[src/rtl/fetch_branch_pkg.sv]
// Shared types for the fetch branch cache update path.
// Branch entry layout, resolve FSM states and predictor encodings.
package fetch_branch_pkg;

   localparam logic [1:0] PRED_STRONG_TAKEN = 2'h3;
   localparam logic [1:0] PRED_STRONG_NOT   = 2'h0;
   localparam logic [1:0] PRED_WEAK_NOT     = 2'h1;
   localparam logic [1:0] PRED_WEAK_TAKEN   = 2'h2;

   typedef struct packed {
      logic [31:0] inst_addr;
      logic        hit;
      logic        predict;
      logic [31:0] target;
   } branch_entry_t;

   typedef enum logic {
      RUN       = 1'b0,
      MISS_WAIT = 1'b1
   } state_t;

   // Taken prediction needs a cache hit; a taken-taken pair also needs matching targets.
   function automatic logic is_mispredict(
      input branch_entry_t e,
      input logic          jump,
      input logic [31:0]   addr
   );
      logic taken_pred;
      taken_pred = e.hit & e.predict;
      return (taken_pred != jump) ||
             (taken_pred && jump && (e.target != addr));
   endfunction

endpackage

[src/rtl/fetch_branch_resolve_fifo.sv]
// In-order queue of predicted branches awaiting resolution.
// Clear wins over push/pop; push while full is legal only with a pop.
module fetch_branch_resolve_fifo
   import fetch_branch_pkg::*;
#(
   parameter int DEPTH = 8,
   parameter int AW    = 3
) (
   input  logic          iCLOCK,
   input  logic          iRESET_SYNC,
   input  logic          iCLEAR,
   input  logic          iPUSH,
   input  branch_entry_t iPUSH_DATA,
   input  logic          iPOP,
   output branch_entry_t oHEAD,
   output logic [AW:0]   oCOUNT,
   output logic          oFULL,
   output logic          oEMPTY
);

   localparam logic [AW:0] FULL_CNT = (AW+1)'(DEPTH);

   branch_entry_t mem [DEPTH];
   logic [AW-1:0] wptr;
   logic [AW-1:0] rptr;
   logic [AW:0]   count;
   logic          push_ok;
   logic          pop_ok;

   assign oFULL   = (count == FULL_CNT);
   assign oEMPTY  = (count == '0);
   assign oCOUNT  = count;
   assign oHEAD   = mem[rptr];
   assign pop_ok  = iPOP & ~oEMPTY;
   assign push_ok = iPUSH & (~oFULL | pop_ok);

   // Entry storage; contents are only meaningful while counted.
   always_ff @(posedge iCLOCK) begin
      if (push_ok && !iCLEAR) begin
         mem[wptr] <= iPUSH_DATA;
      end
   end

   // Pointer and occupancy tracking.
   always_ff @(posedge iCLOCK) begin
      if (iRESET_SYNC || iCLEAR) begin
         wptr  <= '0;
         rptr  <= '0;
         count <= '0;
      end else begin
         if (push_ok) wptr <= wptr + 1'b1;
         if (pop_ok)  rptr <= rptr + 1'b1;
         count <= count + {{AW{1'b0}}, push_ok}
                        - {{AW{1'b0}}, pop_ok};
      end
   end

endmodule

[src/rtl/fetch_branch_resolve.sv]
// Tracks predicted branches from decode to execute resolution,
// updates the branch cache and raises redirects on misprediction.
module fetch_branch_resolve
   import fetch_branch_pkg::*;
#(
   parameter int DEPTH = 8,
   parameter int AW    = 3
) (
   input  logic        iCLOCK,
   input  logic        iRESET_SYNC,
   input  logic        iFLUSH,
   input  logic        iPUSH_STB,
   input  logic [31:0] iPUSH_INST_ADDR,
   input  logic        iPUSH_HIT,
   input  logic        iPUSH_PREDICT,
   input  logic [31:0] iPUSH_TARGET,
   output logic        oPUSH_FULL,
   input  logic        iRESOLVE_STB,
   input  logic        iRESOLVE_JUMP,
   input  logic [31:0] iRESOLVE_ADDR,
   output logic        oJUMP_STB,
   output logic        oJUMP_PREDICT,
   output logic        oJUMP_HIT,
   output logic        oJUMP_JUMP,
   output logic [31:0] oJUMP_ADDR,
   output logic [31:0] oJUMP_INST_ADDR,
   output logic        oMISS_VALID,
   output logic [31:0] oMISS_ADDR,
   output logic [31:0] oSTAT_BRANCH,
   output logic [31:0] oSTAT_MISS,
   output logic        oERROR
);

   state_t        state;
   branch_entry_t head;
   branch_entry_t push_data;
   logic [AW:0]   count;
   logic          full;
   logic          empty;
   logic          live;
   logic          res_ok;
   logic          res_err;
   logic          mis;
   logic          push_ok;
   logic          push_err;

   assign push_data = '{inst_addr: iPUSH_INST_ADDR,
                        hit:       iPUSH_HIT,
                        predict:   iPUSH_PREDICT,
                        target:    iPUSH_TARGET};

   // Flush and the wrong-path wait state both mask decode and execute.
   assign live     = (state == RUN) & ~iFLUSH;
   assign res_ok   = live & iRESOLVE_STB & ~empty;
   assign res_err  = live & iRESOLVE_STB & empty;
   assign mis      = res_ok & is_mispredict(head, iRESOLVE_JUMP, iRESOLVE_ADDR);
   assign push_ok  = live & iPUSH_STB & ~mis & (~full | res_ok);
   assign push_err = live & iPUSH_STB & full & ~res_ok;
   assign oPUSH_FULL = full;

   fetch_branch_resolve_fifo #(
      .DEPTH (DEPTH),
      .AW    (AW)
   ) u_fifo (
      .iCLOCK      (iCLOCK),
      .iRESET_SYNC (iRESET_SYNC),
      .iCLEAR      (iFLUSH | mis),
      .iPUSH       (push_ok),
      .iPUSH_DATA  (push_data),
      .iPOP        (res_ok),
      .oHEAD       (head),
      .oCOUNT      (count),
      .oFULL       (full),
      .oEMPTY      (empty)
   );

   // Resolve FSM with registered cache-update, redirect, stats and error outputs.
   always_ff @(posedge iCLOCK) begin
      if (iRESET_SYNC) begin
         state           <= RUN;
         oJUMP_STB       <= 1'b0;
         oJUMP_PREDICT   <= 1'b0;
         oJUMP_HIT       <= 1'b0;
         oJUMP_JUMP      <= 1'b0;
         oJUMP_ADDR      <= '0;
         oJUMP_INST_ADDR <= '0;
         oMISS_VALID     <= 1'b0;
         oMISS_ADDR      <= '0;
         oSTAT_BRANCH    <= '0;
         oSTAT_MISS      <= '0;
         oERROR          <= 1'b0;
      end else begin
         oJUMP_STB   <= res_ok;
         oMISS_VALID <= mis;
         if (iFLUSH) begin
            state <= RUN;
         end else if (mis) begin
            state <= MISS_WAIT;
         end
         if (res_ok) begin
            oJUMP_PREDICT   <= head.predict;
            oJUMP_HIT       <= head.hit;
            oJUMP_JUMP      <= iRESOLVE_JUMP;
            oJUMP_ADDR      <= iRESOLVE_ADDR;
            oJUMP_INST_ADDR <= head.inst_addr;
            oMISS_ADDR      <= iRESOLVE_JUMP ? iRESOLVE_ADDR
                                             : head.inst_addr + 32'd4;
            if (oSTAT_BRANCH != '1) oSTAT_BRANCH <= oSTAT_BRANCH + 32'd1;
         end
         if (mis && oSTAT_MISS != '1) begin
            oSTAT_MISS <= oSTAT_MISS + 32'd1;
         end
         if (res_err || push_err) begin
            oERROR <= 1'b1;
         end
      end
   end

endmodule

[config.mk]
export PLATFORM = sky130hd
export DESIGN_NAME = fetch_branch_resolve
export DESIGN_NICKNAME = d
export VERILOG_FILES = /design/src/rtl/fetch_branch_pkg.sv /design/src/rtl/fetch_branch_resolve_fifo.sv /design/src/rtl/fetch_branch_resolve.sv
export SDC_FILE = /design/constraint.sdc
export NUM_CORES = 1
export LEC_CHECK = 0
export CORE_ASPECT_RATIO = 2
export CORE_MARGIN = 2
export CORE_UTILIZATION = 40
export CTS_CLUSTER_SIZE = 30
export DETAILED_ROUTE_END_ITERATION = 8
export GPL_TIMING_DRIVEN = 0
export PLACE_DENSITY = 0.6
export SYNTH_ARGS = -nofsm -noshare
export SYNTH_HDL_FRONTEND = slang
export SYNTH_SLANG_ARGS = --single-unit
[constraint.sdc]
create_clock -name iCLOCK -period 9.7 [get_ports iCLOCK]
set_input_delay 1.94 -clock iCLOCK [delete_from_list [all_inputs] [get_ports iCLOCK]]
set_output_delay 1.94 -clock iCLOCK [all_outputs]
set_load 0.05 [all_outputs]
# Word level (Yosys, flattened, before mapping)
# Memory sizes are Yosys's and may differ from the RTL's. A register that Yosys moved wholly into a read port is not among the register bits.
# Cells that the tools add are included.
# W data, S select, Z words.
[op_classes]
add_sub_neg = 7
eq_ne = 5
muxes = 5
n_bitwise = 22
reduce_logical = 11
[ops]
columns = ["cell", "count"]
rows = [
  ["$add A32 B1 Y32 const B", 2],
  ["$ne A32 B32 Y1 const B", 2],
  ["$add A32 B3 Y32 const B", 1],
  ["$mux W32", 1],
  ["$ne A32 B32 Y1", 1],
  ["$and A1 B1 Y1", 13],
  ["$add A3 B1 Y3 const B", 2],
  ["$mux W3", 2],
  ["$not A1 Y1", 6],
  ["$add A4 B1 Y4", 1],
  ["$eq A4 B4 Y1 const B", 1],
  ["$logic_and A1 B1 Y1", 4],
  ["$logic_not A4 Y1", 1],
  ["$sub A4 B1 Y4", 1],
  ["$logic_or A1 B1 Y1", 3],
  ["$or A1 B1 Y1", 3],
  ["$mux W1", 2],
  ["$reduce_and A2 Y1", 1],
  ["$reduce_or A2 Y1", 1],
  ["$logic_not A1 Y1", 1],
  ["$ne A1 B1 Y1", 1],
]
[totals]
reg_bits = 177
ramBits = 528
in_bits = 104
out_inout_bits = 167
word_cells = 66
mem_count = 1
[mem_list]
columns = ["name", "depth", "width", "read_ports", "rd_clocked_by_memory_dff", "wr", "line_no", "text"]
rows = [
  ["u_fifo.mem", 8, 66, 1, 1, 1, "fetch_branch_resolve_fifo.sv:23", "branch_entry_t mem [DEPTH];"],
]

# Longest topological paths before layout
# Gate-level depths: netlist of the first run.
[depth]
word_depth = 12
depth_mapped = 20
ltp_nobuf = 14

# Modules after synthesis
# A second synthesis of the first run with hierarchy kept.
[hier_totals]
hier_cells = 1843
area_unflattened_um2 = 28330.9
[by_module_without_submodules]
columns = ["mod", "instances", "cells_each", "area_each_um2", "seq_area_each_um2"]
rows = [
  ["fetch_branch_resolve_fifo", 1, 851, 20528.4, 16115.5],
  ["fetch_branch_resolve", 1, 992, 7802.5, 3343.2],
]

# Least setup slack after synthesis of the first run
# No wires, ideal clock.
[synth_timing]
path_kind = "input-to-reg"
from = "input port iRESOLVE_ADDR[22]"
to = "memory u_fifo.mem[4][0] (netlist bit) (enable)"
setup_ns = 0.653
arrival_ns = 9.455
required_time_ns = 9.047
path_slack_ns = -0.407
cell_stages = 7
path_buffers = 0
path_cell_list = "or3_1 -> nand4_1 -> nor4_1 -> a41oi_4 -> o21ai_2 -> nand2_2 -> nor4_1"
[synth_between]
elab_chain_cells = 11
elab_cells_between_ends = 13
cone_classes = "eq/ne: 1; mux: 2; bitwise: 6; reduce/logical: 4"
[synth_lines]
columns = ["element", "line_no", "text"]
rows = [
  ["start: declaration", "fetch_branch_resolve.sv:20", "input logic [31:0] iRESOLVE_ADDR,"],
  ["$ne A32 B32 Y1 *", "fetch_branch_pkg.sv:31", "(taken_pred && jump && (e.target != addr));"],
  ["$logic_and A1 B1 Y1 *", "fetch_branch_pkg.sv:31", ""],
  ["$logic_or A1 B1 Y1 *", "fetch_branch_pkg.sv:30", "return (taken_pred != jump) ||"],
  ["$and A1 B1 Y1 *", "fetch_branch_resolve.sv:56", "assign mis = res_ok & is_mispredict(head, iRESOLVE_JUMP, iRESOLVE_ADDR);"],
  ["$not A1 Y1", "fetch_branch_resolve.sv:57", "assign push_ok = live & iPUSH_STB & ~mis & (~full | res_ok);"],
  ["$and A1 B1 Y1 (2 in series)", "fetch_branch_resolve.sv:57", ""],
  ["$and A1 B1 Y1", "fetch_branch_resolve_fifo.sv:35", "assign push_ok = iPUSH & (~oFULL | pop_ok);"],
  ["$logic_and A1 B1 Y1 *", "fetch_branch_resolve_fifo.sv:39", "if (push_ok && !iCLEAR) begin"],
  ["$mux W1 *", "fetch_branch_resolve_fifo.sv:39", ""],
  ["$mux W1 (not written as such) *", "fetch_branch_resolve_fifo.sv:40", "mem[wptr] <= iPUSH_DATA;"],
  ["end: declaration", "fetch_branch_resolve_fifo.sv:23", ""],
]
# Every way passes the cells marked *; elsewhere a longest branch is shown, timed or not.

==> results of run 1 <==
power groups by stage:
stage	Combinational, uW	Clock [uW]	Sequential [uW]
5_1_grt	501	2780	3320
3_5_place_dp	472	0	3380
2_1_floorplan	166	0	3460
4_1_cts	474	2680	3320
6_report	474	2630	3320
3_3_place_gp	457	0	3390
metrics by stage:
| step | cells | setup WS [ps] | TNS (ps) | utilization, % | instance area [um^2] |
|---|---|---|---|---|---|
| finish | 3228 | 2580 | 0 | 49.9 | 35200 |
| global route | 3227 | 2270 | 0 | 49.9 | 35200 |
| CTS | 3227 | 2400 | 0 | 49.9 | 35200 |
| detailed placement | 3110 | 2180 | 0 | 46.9 | 33000 |
| global placement | 3044 | -6250 | -2730180 | 45.7 | 32200 |
| floorplan | 1865 | 1410 | 0 | - | 28300 |
tightest hold or removal path: cells and delay by family (launching register included):
kind / cells / cell delay (ps)
buf+inv: 1 / 40
flops: 1 / 310
compound gates: 1 / 60
flip-flops by register name, indices dropped and copies added, names as in the netlist, 3 cells and up, named ones only:
| register | cells |
|---|---|
| oJUMP_ADDR | 32 |
| oJUMP_INST_ADDR | 32 |
| oMISS_ADDR | 32 |
| oSTAT_BRANCH | 32 |
| oSTAT_MISS | 32 |
| u_fifo.mem | 528 |
| u_fifo.oCOUNT | 4 |
| u_fifo.rptr | 3 |
| u_fifo.wptr | 3 |
how the worst min path moves through the flow:
stage,from,to
final,state,state
after global routing,oJUMP_ADDR[11],oJUMP_ADDR[11]
after CTS,state,state
after detailed placement,state,state
after global placement,oMISS_ADDR[1],oMISS_ADDR[1]
after floorplan,state,state
logic make-up (layout without fill, tap and decap cells):
kind of cell	count (synthesis)	count (layout)	synth area share, %
fa+ha+maj	13	13	0.601
compound gates	253	253	5.69
other cells	0	1	0
mux	221	221	12.3
simple gates	465	465	7.89
xor+xnor	79	79	2.44
flops	708	708	68.7
buf+inv	126	578	2.38
layer usage:
layer | wire, um | track usage (%) | share of wire [%] | vias up
met5 | 73 | 0 | 0.090 | -
met4 | 2810 | 8.11 | 3.4 | 10
met3 | 7320 | 6.30 | 9.0 | 130
met2 | 37300 | 34.1 | 46 | 722
met1 | 34000 | 30.1 | 42 | 8867
li1 | - | - | - | 7942
layout by cell type (no fill, tap or decap), types with 13 or more instances in the layout:
cell type	n
clkdlybuf4s50_1	269
mux4_2	100
buf_2	17
or4_1	16
nand3_1	25
and3_1	15
a211oi_1	38
clkbuf_1	62
nor3_1	19
a21oi_1	85
xor2_1	46
dfxtp_1	180
inv_1	27
nor2_1	123
or3_1	35
o21ai_0	43
xnor2_1	33
nand4_1	19
o31ai_1	14
buf_4	13
mux2i_1	102
buf_8	17
buf_6	60
nand2_1	155
edfxtp_1	528
a22oi_1	16
clkbuf_16	69
cell type report:
cell class | count | area, um^2
Timing Repair Buffer | 335 | 3480
Inverter | 29 | 109
Buffer | 97 | 564
Clock inverter | 29 | 304
Sequential cell | 708 | 19500
Multi-Input combinational cell | 1031 | 8250
Antenna cell | 1 | 2.50
Clock buffer | 88 | 1840
Fill cell | 6062 | 35300
Tap cell | 910 | 1140
==> results.sh, run 1 <==
export IMPL_outcome="complete, no violations"
export IMPL_period_share_pct=73.4
export IMPL_grt_pass1_vias=17500
export IMPL_slew_viol_final=0
export IMPL_cts_made_buffers=66
export IMPL_setup_viol=0
export IMPL_whs_path_depth=2
export IMPL_fin_hold_ws_ps=457
export IMPL_start_util_pct=40.2
export IMPL_crit_path_end="u_fifo.mem[5][61]"
export IMPL_routed_wl_mm=81.5
export IMPL_area_growth_pct=24.1
export IMPL_rr_worst_depth=23
export IMPL_power_leakage_uw=0.0113
export IMPL_htreeDepth=3
export IMPL_tritoncts="yes"
export IMPL_period_needed_ps=7120
export IMPL_clock_latency_ps=630
export IMPL_hold_class="flip-flop to flip-flop"
export IMPL_drc=0
export IMPL_power_density_nw_per_um2=183
export IMPL_num_vias=17700
export IMPL_netlist_instances=1865
export IMPL_finalClockSkew_ps=25.7
export IMPL_viasPerCell=5.47
export IMPL_path_class="flip-flop to flip-flop"
export IMPL_yosys_cell_count_top_type="edfxtp_1"
export IMPL_root_buffer="clkbuf_16"
export IMPL_grt_ovfl_total=0
export IMPL_post_cts_setup_buffer_count=0
export IMPL_ys_flop_type="edfxtp_1"
export IMPL_worst_path_max_fanout=10
export IMPL_swShare_pct=22.8
export IMPL_synth_seq_area_share_pct=68.7
export IMPL_yosysTopAreaCell="edfxtp_1"
export IMPL_wl_per_cell_um=25.2
export IMPL_grt_util_all_layers_pct=22.2
export IMPL_pwr_share_clk_pct=41.0
export IMPL_rsz0062_at_grt="no"
export IMPL_critPathMostFrequentCell="buf_6"
export IMPL_hold_buffers=0
export IMPL_timing_rr_end="u_fifo.mem[5][61]"
export IMPL_crit_chain="buf_4, buf_6, buf_4, buf_4, buf_2, buf_1, mux4_2, mux2i_1, nor2_1, ha_1, inv_1, a41oi_4, o21ai_2, nand2_2, nor3_2, buf_6, buf_6, buf_6, buf_6, buf_4, buf_6, buf_6, buf_6"
export IMPL_crit_family="buffers and inverters"
export IMPL_first_pass_iters=5
export IMPL_clockBufferDepth=3
export IMPL_die_area_um2=73100
export IMPL_cp_data_required_time_ps=10010
export IMPL_nNetsFinal=2385
export IMPL_intPower_uw=4960
export IMPL_fp_row_count=138
export IMPL_cp_data_arrival_time_ps=7430
export IMPL_ys_ff_latch=708
export IMPL_core_um2=70400
export IMPL_critPathLaunchType="flip-flop"
export IMPL_critPathBufInv=15
export IMPL_drive_above_1_share_pct=14.8
export IMPL_clock_sinks=708
export IMPL_worstSetupPathDepth=23
export IMPL_die_w_um=192
export IMPL_syn_area_um2=28300
export IMPL_first_iter_violations=1509
export IMPL_clk_pin_slew_ps=60
export IMPL_dpl_hpwl_mm=59.4
export IMPL_ctsResizeCount=0
export IMPL_peakVddDrop_v=0.000210
export IMPL_end_kind="flip-flop"
export IMPL_grt_pass1_wl_mm=118
export IMPL_synthTopCellsByArea="edfxtp_1 (56%), dfxtp_1 (13%), mux4_2 (8.0%)"
export IMPL_power_uw=6420
export IMPL_worst_pin_slew_ps=1030
export IMPL_routabilityCongestion=0.862
export IMPL_synthTopCellsByCount="edfxtp_1 (528), dfxtp_1 (180), nand2_1 (155)"
export IMPL_syn_avg_cell_area_um2=15.2
export IMPL_syn_nets=1982
export IMPL_drv_cap=0
export IMPL_p_sw_uw=1460
export IMPL_slew_headroom_pct=30.7
export IMPL_synth_edff_count=528
export IMPL_hold_violations=0
export IMPL_slowest_stage="nor3_2"
export IMPL_seqPwrFrac_pct=51.7
export IMPL_synth_warnings=0
export IMPL_async_reset_ff_share_pct=0
export IMPL_netlist_area_leader_share_pct=56.0
export IMPL_cpPeakStageDelay_ps=750
export IMPL_io_buffers=269
export IMPL_ys_types=65
export IMPL_max_freq_ghz=0.140
export IMPL_p_comb_share_pct=7.4
export IMPL_fp_dieH_um=380
export IMPL_antenna_found_initial=6
export IMPL_r2r_slack_ps=2580
export IMPL_grt_max_degree=17
export IMPL_io_pins=271
export IMPL_ant_nets=0
(Power assumes the default switching activity.)
==> run 2: changes to the inputs <==
Clock period 9.7 ns to 5.9 ns, I/O delays scaled along.
==> results.sh, run 2 (synthesized netlist as in run 1, its figures left out) <==
export IMPL_outcome="complete, no violations"
export IMPL_slowest_stage="mux2i_2"
export IMPL_power_leakage_uw=0.0114
export IMPL_routed_wl_mm=81.0
export IMPL_root_buffer="clkbuf_16"
export IMPL_area_growth_pct=25.4
export IMPL_cp_data_arrival_time_ps=5940
export IMPL_ant_nets=0
export IMPL_crit_chain="buf_2, buf_2, inv_2, buf_2, buf_2, clkbuf_4, buf_4, mux2i_2, nor2_1, ha_1, o21ai_2, nand2_2, nor3_4, buf_8, buf_8, buf_16, buf_8, buf_8"
export IMPL_power_uw=10700
export IMPL_core_um2=70400
export IMPL_finalSetupTns_ps=0
export IMPL_place_inst=3094
export IMPL_fin_hold_ws_ps=458
export IMPL_grt_ovfl_total=0
export IMPL_power_density_nw_per_um2=302
export IMPL_dpl_hpwl_mm=59.4
export IMPL_hold_buffers=0
export IMPL_io_pins=271
export IMPL_critPathBufInv=12
export IMPL_first_iter_violations=1248
export IMPL_drv_cap=0
export IMPL_drive_above_1_share_pct=14.4
export IMPL_hold_class="flip-flop to flip-flop"
export IMPL_slew_headroom_pct=40.0
export IMPL_grt_util_all_layers_pct=22.2
export IMPL_fillers=6052
export IMPL_clk_pin_slew_ps=60
export IMPL_grt_max_degree=20
export IMPL_finalClockSkew_ps=33.1
export IMPL_rsz0062_at_grt="no"
export IMPL_final_cell_mix="edfxtp_1 (528), clkdlybuf4s50_1 (269), dfxtp_1 (180)"
export IMPL_seq_area_um2=19500
export IMPL_setup_viol=0
export IMPL_cpPeakStageDelay_ps=480
export IMPL_clock_sinks=708
export IMPL_cts_made_buffers=67
export IMPL_io_buffers=269
export IMPL_die_area_um2=73100
export IMPL_die_w_um=192
export IMPL_clockBufferDepth=3
export IMPL_tritoncts="yes"
export IMPL_wl_per_cell_um=25.2
export IMPL_slew_viol_final=0
export IMPL_regMostFlops="u_fifo.mem"
export IMPL_final_common_cell="edfxtp_1"
export IMPL_viasPerCell=5.45
export IMPL_hold_violations=0
export IMPL_cp_data_required_time_ps=6210
export IMPL_multiInputGateArea_um2=8300
export IMPL_worst_pin_slew_ps=900
export IMPL_num_vias=17500
export IMPL_largest_reg_flops=528
export IMPL_fp_row_count=138
export IMPL_routabilityCongestion=0.857
export IMPL_antenna_found_initial=7
export IMPL_worst_path_max_fanout=14
export IMPL_start_util_pct=40.2
export IMPL_critPathLaunchType="flip-flop"
export IMPL_grt_pass1_vias=17300
export IMPL_max_freq_ghz=0.178
export IMPL_path_class="flip-flop to flip-flop"
export IMPL_htreeDepth=3
export IMPL_period_share_pct=95.4
export IMPL_period_needed_ps=5630
export IMPL_grt_pass1_wl_mm=117
export IMPL_peakVddDrop_v=0.000304
export IMPL_crit_family="buffers and inverters"
export IMPL_placed_area_um2=33200
export IMPL_first_pass_iters=5
export IMPL_fp_dieH_um=380
export IMPL_final_area_um2=35500
export IMPL_instances_no_fill=3213
export IMPL_clock_latency_ps=620
export IMPL_nNetsFinal=2370
export IMPL_drc=0
export IMPL_end_kind="flip-flop"
[run 2: area by class of cell]
cell class	count	area share, %
flip-flops and latches	708	54.8
plain buffers	95	1.58
clock inverters	33	1.10
clock buffers	85	5.21
multi-input cells	1031	23.4
diodes	1	0.00705
well taps	910	3.21
inverters	29	0.307
repair buffers	321	10.4
[run 2: final timing paths]
check,end,cells after the start,slack (ps),start
setup / recovery,u_fifo.mem[2][57],18,270,flip-flop
hold / removal,state,2,460,state
setup reg to reg,u_fifo.mem[2][57],18,270,flip-flop
hold reg to reg,state,2,460,state
[run 2: worst min-delay path: stages (launching register included)]
cell and delay, ps:
dfxtp_1 310, inv_1 40, a21boi_0 60
[run 2: layer usage]
layer / track usage, % / part of all wire [%] / vias up
li1: - / - / 7933
met1: 29.4 / 41 / 8777
met2: 34.1 / 46 / 664
met3: 6.79 / 9.4 / 125
met4: 8.86 / 3.6 / 14
met5: 0 / 0.11 / -
[run 2: per-stage QoR]
stage          setup slack, ps  utilization, %
2_1_floorplan             -386               -
3_3_place_gp             -5090            45.7
3_5_place_dp              -673            47.2
4_1_cts                   5.76            50.4
5_1_grt                   11.0            50.4
6_report                   269            50.4
[run 2: repair_timing]
action                                  CTS  global route
pin swaps                                 3             0
resized for setup                         3             1
buffers inserted                          2             0
endpoints found under the setup margin  273            37
[run 2: power by group]
| part | switching [uW] | internal [uW] | total (uW) |
|---|---|---|---|
| Sequential | 37.5 | 5420 | 5460 |
| Clock | 1860 | 2620 | 4470 |
| Combinational | 508 | 274 | 782 |
